File: src/rtl/capture_ctrl.sv
// Capture sequencer: arms the sampler, then replays the circular sample buffer
// in chronological order (starting PRE_SAMPLES before the trigger) to the host link.
module capture_ctrl #(
  parameter logic [7:0] MODULE_ID   = 8'h10,
  parameter int         ADDR_W      = 10,
  parameter int         PRE_SAMPLES = 512,
  parameter int         DATA_W      = 8
) (
  input  logic              clk,
  input  logic              rst_n,
  input  logic [7:0]        state,
  input  logic              state_change,
  output logic              arm,
  input  logic              samp_done,
  input  logic [ADDR_W-1:0] trig_addr,
  output logic              rd_en,
  output logic [ADDR_W-1:0] rd_addr,
  input  logic [DATA_W-1:0] rd_data,
  output logic [DATA_W-1:0] tx_data,
  output logic              tx_valid,
  input  logic              tx_ready,
  output logic              tx_last,
  output logic              busy,
  output logic              done
);

  typedef enum logic [2:0] {
    S_IDLE,
    S_ARM,
    S_WAIT_DONE,
    S_FETCH,
    S_LOAD,
    S_PRESENT,
    S_FINISH
  } fsm_t;

  localparam logic [ADDR_W-1:0] PRE_OFS  = ADDR_W'(PRE_SAMPLES);
  localparam logic [ADDR_W:0]   LAST_CNT = {1'b0, {ADDR_W{1'b1}}};

  fsm_t              fsm_q;
  fsm_t              fsm_nxt;
  logic [ADDR_W-1:0] ptr;
  logic [ADDR_W:0]   cnt;
  logic              sel;
  logic              abort;
  logic              hs;

  assign sel   = state_change && (state == MODULE_ID);
  assign abort = state_change && (state != MODULE_ID);
  assign hs    = tx_valid && tx_ready;

  // Abort overrides every other transition, including samp_done and handshakes.
  always_comb begin
    fsm_nxt = fsm_q;
    case (fsm_q)
      S_IDLE:      if (sel) fsm_nxt = S_ARM;
      S_ARM:       fsm_nxt = S_WAIT_DONE;
      S_WAIT_DONE: if (samp_done) fsm_nxt = S_FETCH;
      S_FETCH:     fsm_nxt = S_LOAD;
      S_LOAD:      fsm_nxt = S_PRESENT;
      S_PRESENT:   if (hs) fsm_nxt = tx_last ? S_FINISH : S_FETCH;
      S_FINISH:    fsm_nxt = S_IDLE;
      default:     fsm_nxt = S_IDLE;
    endcase
    if (abort && (fsm_q != S_IDLE)) fsm_nxt = S_IDLE;
  end

  // Outputs are registered from the next state so each asserts in its own state's cycle.
  always_ff @(posedge clk or negedge rst_n) begin
    if (!rst_n) begin
      fsm_q    <= S_IDLE;
      arm      <= 1'b0;
      rd_en    <= 1'b0;
      rd_addr  <= '0;
      tx_data  <= '0;
      tx_valid <= 1'b0;
      tx_last  <= 1'b0;
      busy     <= 1'b0;
      done     <= 1'b0;
      ptr      <= '0;
      cnt      <= '0;
    end else begin
      fsm_q    <= fsm_nxt;
      arm      <= (fsm_nxt == S_ARM);
      rd_en    <= (fsm_nxt == S_FETCH);
      tx_valid <= (fsm_nxt == S_PRESENT);
      busy     <= (fsm_nxt != S_IDLE);
      done     <= (fsm_nxt == S_FINISH);

      if ((fsm_q == S_WAIT_DONE) && (fsm_nxt == S_FETCH)) begin
        ptr     <= trig_addr - PRE_OFS;
        rd_addr <= trig_addr - PRE_OFS;
        cnt     <= '0;
      end

      if ((fsm_q == S_PRESENT) && (fsm_nxt == S_FETCH)) begin
        ptr     <= ptr + 1'b1;
        rd_addr <= ptr + 1'b1;
        cnt     <= cnt + 1'b1;
      end

      if ((fsm_q == S_LOAD) && (fsm_nxt == S_PRESENT)) begin
        tx_data <= rd_data;
        tx_last <= (cnt == LAST_CNT);
      end else if (fsm_nxt != S_PRESENT) begin
        tx_last <= 1'b0;
      end
    end
  end

endmodule

File: config.mk
export PLATFORM = sky130hd
export DESIGN_NAME = capture_ctrl
export DESIGN_NICKNAME = d
export VERILOG_FILES = /design/src/rtl/capture_ctrl.sv
export SDC_FILE = /design/constraint.sdc
export NUM_CORES = 1
export LEC_CHECK = 0
export ABC_CLOCK_PERIOD_IN_PS = 2750
export BUFFER_PORTS_ARGS = -buffer_cell sky130_fd_sc_hd__buf_2
export CAP_MARGIN = 15
export CORE_MARGIN = 10
export CORE_UTILIZATION = 25
export CTS_CLUSTER_DIAMETER = 30
export DETAILED_ROUTE_END_ITERATION = 12
export PLACE_DENSITY_LB_ADDON = 0.3
export SYNTH_ARGS = -nofsm -noshare
export SYNTH_HDL_FRONTEND = slang
export SYNTH_SLANG_ARGS = --single-unit
File: constraint.sdc
create_clock -name clk -period 2.75 [get_ports clk]
set_input_delay 0.1375 -clock clk [delete_from_list [all_inputs] [get_ports clk]]
set_output_delay 0.1375 -clock clk [all_outputs]
set_load 0.1 [all_outputs]
==> results of run 1 <==
layout make-up:
| class | count | area [um2] |
|---|---|---|
| Clock inverter | 2 | 10.0 |
| Sequential cell | 38 | 951 |
| Timing Repair Buffer | 60 | 315 |
| Tap cell | 102 | 128 |
| Fill cell | 830 | 5310 |
| Inverter | 7 | 26.3 |
| Multi-Input combinational cell | 144 | 958 |
| Clock buffer | 5 | 68.8 |
routing by layer:
layer | GRT usage (%) | up-vias
li1 | - | 873
met1 | 12.9 | 922
met2 | 14.4 | 57
met3 | 3.39 | 2
met4 | 1.67 | 0
met5 | 0 | -
path summary, 6_finish.rpt:
kind / startpoint / endpoint / slack, ns / depth (start not counted)
max: fsm_q[0] / ptr[7] / 0.37 / 6
min: rst_n / arm / -0.04 / 1
max reg2reg: fsm_q[0] / ptr[7] / 0.37 / 6
min reg2reg: tx_data[5] / tx_data[5] / 0.49 / 1
max in group asynchronous: rst_n / tx_data[7] / 2.24 / 1
min in group clk: rd_data[5] / tx_data[5] / 0.07 / 2
where the power goes:
group | total, mW | internal (mW) | leakage [nW] | switching, mW
Clock | 0.364 | 0.170 | 0.0438 | 0.193
Sequential | 0.881 | 0.698 | 0.501 | 0.183
Combinational | 1.57 | 0.338 | 0.607 | 1.23
state kept, by name (all words and copies together) (netlist names):
signal	cells
tx_last	1
fsm_q	3
done	1
rd_en	1
busy	1
cnt	11
tx_valid	1
arm	1
tx_data	8
ptr	10
kinds of logic (layout without fill, tap and decap cells):
| logic type | Yosys count | count (layout) | synth area share, % |
|---|---|---|---|
| AOI/OAI and AO/OA | 59 | 59 | 21.0 |
| and+or+nand+nor | 74 | 74 | 20.7 |
| DFF | 38 | 38 | 47.6 |
| adders and majority gates | 2 | 2 | 1.25 |
| muxes | 9 | 9 | 5.01 |
| buffers and inverters | 20 | 74 | 4.45 |
placed cells by master, fill, tap and decap left out, drive strengths merged, types with 6 or more instances in the layout:
| cell type | netlist | layout |
|---|---|---|
| and3 | 6 | 6 |
| o31ai | 12 | 12 |
| inv | 6 | 6 |
| buf | 4 | 60 |
| nor2 | 16 | 16 |
| a31oi | 6 | 6 |
| dfrtp | 38 | 38 |
| nand3 | 14 | 14 |
| o21ai | 15 | 15 |
| nor3 | 11 | 11 |
| mux2 | 8 | 8 |
| a2bb2oi | 7 | 7 |
==> out/metrics.yaml, run 1 <==
clock_tree:
  htree_levels: 2
  cts_resized: 0
  clock-sinks: 38
  cts_hold_buf: 0
  clk_pin_slew_ns: 0.08
  cts_inserted_buffers: 5
  cts_tree: "built"
  clockRootBuffer: "clkbuf_8"
  cts_setup_buffers: 0
  clk_path_buf_depth: 2
  clock_latency_ns: 0.28
die:
  die_w_um: 109
  row_count: 32
  start_util_pct: 25.7
  die-area_um2: 12000
  io_pins: 55
  core_um2: 7770
  die_h_um: 109
synth:
  synth_edf_count: 0
  synth.top_cells.by_area: "dfrtp_1 (48%), o31ai_1 (4.5%), mux2_2 (3.9%)"
  synth_area_leader_cell: "dfrtp_1"
  synthArstFlopShare_pct: 100
  ys_seq_area_share_pct: 47.6
  synth.top_cells.by_count: "dfrtp_1 (38), nor2_1 (16), o21ai_0 (15)"
  yosysWarnings: 0
  ys.flop_type: "dfrtp_1"
  synth_top_area_share_pct: 47.6
  synthesis.nets: 235
  postSynthAreaPerCell_um2: 9.89
  synthCells: 202
  ys_types: 47
  syn_area_um2: 2000
  ys_ff_latch: 38
  post-synth-top-count-cell: "dfrtp_1"
setup_path:
  cp_max_fo: 13
  worst_ep_arrival_time_ns: 2.59
  critPathMaxStageDelay_ns: 0.62
  slowest_stage: "dfrtp_1"
  path_class: "reg -> reg"
  cp.required_ns: 2.96
  path_buf_inv: 1
  path_cells: "nor2_1 > a32oi_1 > a221o_1 > or2_0 > clkinv_1 > a2bb2oi_1"
  critPathTopFamily: "compound AO/OA/AOI/OAI gates"
  startpoint_type: "register"
  endpoint_kind: "register"
drt:
  highest_layer: "met4"
  wl_met1_mm: 2.64
  firstDrtPassIters: 4
  via_per_inst: 5.18
  wl_met3_um: 494
  drc_errors: 0
  wl_met2_mm: 2.52
  num_vias: 1854
  drtAntennaViolNets: 0
  drtIter0Drc: 147
  wirelength_mm: 5.67
  wl_per_cell_um: 15.8
min_path:
  hold_class: "in -> async"
sta:
  skew_ns: 0.00391
  rsz0062_at_grt: "no"
  hold_viol: 38
  period_needed_ns: 2.38
  final.setup.worst_slack_ns: 0.369
  fmax_mhz: 420
  tightest_slew_ns: 0.868
  whs_ns: -0.0390
  max-slew-margin-rel_pct: 42.1
  setup_violations: 0
  fin_crit_sh_pct: 86.6
  slew_viol_final: 0
  finalSetupTns_ns: 0
pwr:
  p_leak_nw: 1.15
  powerDensity_nw_per_um2: 1140
  vdd_drop_max_mv: 0.634
  fin_total_pwr_mw: 2.81
placed_design:
  port_buffers: 54
  dp_hpwl_mm: 4.08
  place_area_um2: 2380
  pre_cts_ws_ns: 0.391
  gp_congestion: 0.841
  placed_cells: 351
finish:
  utilization_pct: 31.6
  final_nets: 289
  area_growth_pct: 23.0
  diodes: 0
  layout.cells.non_filler: 358
  drive_gt1_share_pct: 30.1
  final_area_um2: 2460
global_route:
  grt_pass1_vias: 1816
  grt.overflow.total: 0
  grt_util_all_layers_pct: 9.52
  grt_max_degree: 39
  grt_pass1_wl_mm: 9.28
  antenna_found_initial: 0
run_status:
  failed_checks: "hold timing"
  outcome: "finished with violations"
run:
  cap_viol_max_count: 0
No activity file was read; power rests on OpenSTA's default activity.
==> inputs of run 2 (changes only) <==
CAP_MARGIN = 0   (was 15)
CTS_BUF_LIST = sky130_fd_sc_hd__clkbuf_16   (was not set)
==> run 2 against run 1 <==
  * Final cell count unchanged
  * Routed wire length increased by 0.28%
  * Clock skew decreased by 0.00093 ns
  * The run still ends with hold timing left
  * Sequential share of layout area decreased by 0.87 points
  * Utilization up 0.72 points
  * Global-route usage increased by 0.085 points
==> out/metrics.yaml, run 2 (synthesized netlist as in run 1, its figures left out) <==
run_status:
  outcome: "finished with violations"  # unchanged
  failed_checks: "hold timing"  # unchanged
sta:
  skew_ns: 0.00298  # was 0.00391 ns
  rsz0062_at_grt: "no"  # unchanged
  hold_viol: 38  # unchanged
  fin_crit_sh_pct: 86.5  # was 86.6%
  slew_viol_final: 0  # unchanged
  tightest_slew_ns: 0.868  # about the same
  fmax_mhz: 420  # about the same
  setup_violations: 0  # unchanged
  finalSetupTns_ns: 0  # unchanged
  whs_ns: -0.0264  # was -0.0390 ns
  max-slew-margin-rel_pct: 42.1  # about the same
  period_needed_ns: 2.38  # about the same
finish:
  area_growth_pct: 25.8  # was 23.0%
  diodes: 0  # unchanged
  largest_reg_flops: 11  # unchanged
  top_regs: "cnt x11, ptr x10, tx_data x8"  # unchanged
  final_area_um2: 2510  # was 2460 um2
  drive_gt1_share_pct: 30.1  # unchanged
  mostFrequentLayoutCell: "buf_2"  # unchanged
  utilization_pct: 32.4  # was 31.6%
  final_nets: 289  # unchanged
  final_cell_mix: "buf_2 (54), dfrtp_1 (38), nor2_1 (16), o21ai_0 (15), nand3_1 (14)"  # unchanged
  top_register: "cnt"  # unchanged
pwr:
  p_clk_share_pct: 18.1  # was 12.9%
  seqPwrFrac_pct: 29.6  # was 31.3%
  switching_share_pct: 54.4  # was 57.1%
  power.net_switching_mw: 1.62  # was 1.61 mW
  p_leak_nw: 1.18  # was 1.15 nW
  powerDensity_nw_per_um2: 1190  # was 1140 nW/um2
  vdd_drop_max_mv: 0.706  # was 0.634 mV
  intPower_mw: 1.36  # was 1.21 mW
  combPwrFrac_pct: 52.3  # was 55.7%
setup_path:
  slowest_stage: "dfrtp_1"  # unchanged
  critPathTopFamily: "simple AND/OR/NAND/NOR gates"  # was compound AO/OA/AOI/OAI gates
  path_class: "reg -> reg"  # unchanged
  path_cells: "nor2b_1 > a32oi_1 > a221o_1 > nor3b_4 > mux2_2"  # was nor2_1 > a32oi_1 > a221o_1 > or2_0 > clkinv_1 > a2bb2oi_1
  endpoint_kind: "register"  # unchanged
  path_depth: 5  # was 6
  crit_end: "tx_data[7]"  # was ptr[7]
  startpoint_type: "register"  # unchanged
  startpoint: "fsm_q[2]"  # was fsm_q[0]
  cp.required_ns: 2.91  # was 2.96 ns
  worst_ep_arrival_time_ns: 2.54  # was 2.59 ns
  path_buf_inv: 0  # was 1
  ff2ff_path_depth: 5  # was 6
  cp_max_fo: 9  # was 13
  r2r-start: "fsm_q[2]"  # was fsm_q[0]
  rrSetupSlack_ns: 0.37  # about the same
  timing.rr.end: "tx_data[7]"  # was ptr[7]
  critPathMaxStageDelay_ns: 0.49  # was 0.62 ns
global_route:
  grt_util_all_layers_pct: 9.61  # was 9.52%
  antenna_found_initial: 0  # unchanged
  grt_max_degree: 39  # unchanged
  grt_pass1_vias: 1819  # was 1816
  grt_pass1_wl_mm: 9.32  # was 9.28 mm
  grt.overflow.total: 0  # unchanged
min_path:
  hold_class: "in -> async"  # unchanged
clock_tree:
  cts_setup_buffers: 0  # unchanged
  cts_tree: "built"  # unchanged
  clock-sinks: 38  # unchanged
  cts_inserted_buffers: 5  # unchanged
  clk_path_buf_depth: 2  # unchanged
  clock_latency_ns: 0.28  # about the same
  clk_pin_slew_ns: 0.06  # was 0.08 ns
  clockRootBuffer: "clkbuf_16"  # was clkbuf_8
  htree_levels: 2  # unchanged
  cts_resized: 0  # unchanged
  cts_hold_buf: 0  # unchanged
die:
  io_pins: 55  # unchanged
  die_w_um: 109  # unchanged
  row_count: 32  # unchanged
  start_util_pct: 25.7  # unchanged
  core_um2: 7770  # unchanged
  die_h_um: 109  # unchanged
  die-area_um2: 12000  # unchanged
placed_design:
  place_area_um2: 2380  # unchanged
  port_buffers: 54  # unchanged
  dp_hpwl_mm: 4.08  # unchanged
  gp_congestion: 0.841  # unchanged
run:
  cap_viol_max_count: 0  # unchanged
drt:
  firstDrtPassIters: 4  # unchanged
  wl_per_cell_um: 15.9  # was 15.8 um
  num_vias: 1843  # was 1854
  drtAntennaViolNets: 0  # unchanged
  drtIter0Drc: 154  # was 147
  wirelength_mm: 5.68  # was 5.67 mm
  via_per_inst: 5.15  # was 5.18
  drc_errors: 0  # unchanged
==> run 2: cell counts in the layout (fill, tap and decap cells not counted) <==
Identical to the previous run, type by type.
==> run 2: metrics by stage <==
stage	setup WS (ns)	std cells	power (mW)	hold WS, ns
after CTS	0.375	358	3.01	0.0191
final	0.371	358	2.99	-0.0264
after global routing	0.194	358	3.15	0.0651
after global placement	0.433	351	2.45	0.314
after floorplan	0.390	202	2.13	-0.158
after detailed placement	0.391	351	2.46	0.318
==> run 2: area by class of cell <==
type                            count  area (um2)
Inverter                            7        26.3
Clock buffer                        5         125
Sequential cell                    38         951
Fill cell                         821        5250
Clock inverter                      2        10.0
Timing Repair Buffer               60         315
Tap cell                          102         128
Multi-Input combinational cell    144         958
==> run 2: how the worst min path moves through the flow <==
stage          start    to  slack (ns)
6_report       rst_n   arm       -0.03
5_1_grt        rst_n   arm        0.07
4_1_cts        rst_n  busy        0.02
3_5_place_dp   rst_n   arm        0.32
3_3_place_gp   rst_n   arm        0.31
2_1_floorplan  rst_n   arm       -0.16
==> run 2: worst register-to-register path: stages (launching register included) <==
cell	delay, ns
dfrtp_1	0.49
nor2b_1	0.39
a32oi_1	0.13
a221o_1	0.43
nor3b_4	0.43
mux2_2	0.38
==> run 2: per-layer routing <==
metal	wire, um	vias up	GRT usage (%)	part of all wire [%]
met2	2480	79	14.4	44
met3	552	4	3.22	9.7
li1	-	880	-	-
met1	2630	880	12.9	46
met5	0	-	0	0
met4	21	0	2.51	0.37
==> run 2: power by group through the flow <==
stage               clock, mW  sequential [mW]  combinational, mW
floorplan                   0             1.59              0.536
global placement            0            0.887               1.56
detailed placement          0            0.890               1.57
CTS                     0.562            0.881               1.57
global route            0.583            0.915               1.66
finish                  0.541            0.883               1.56
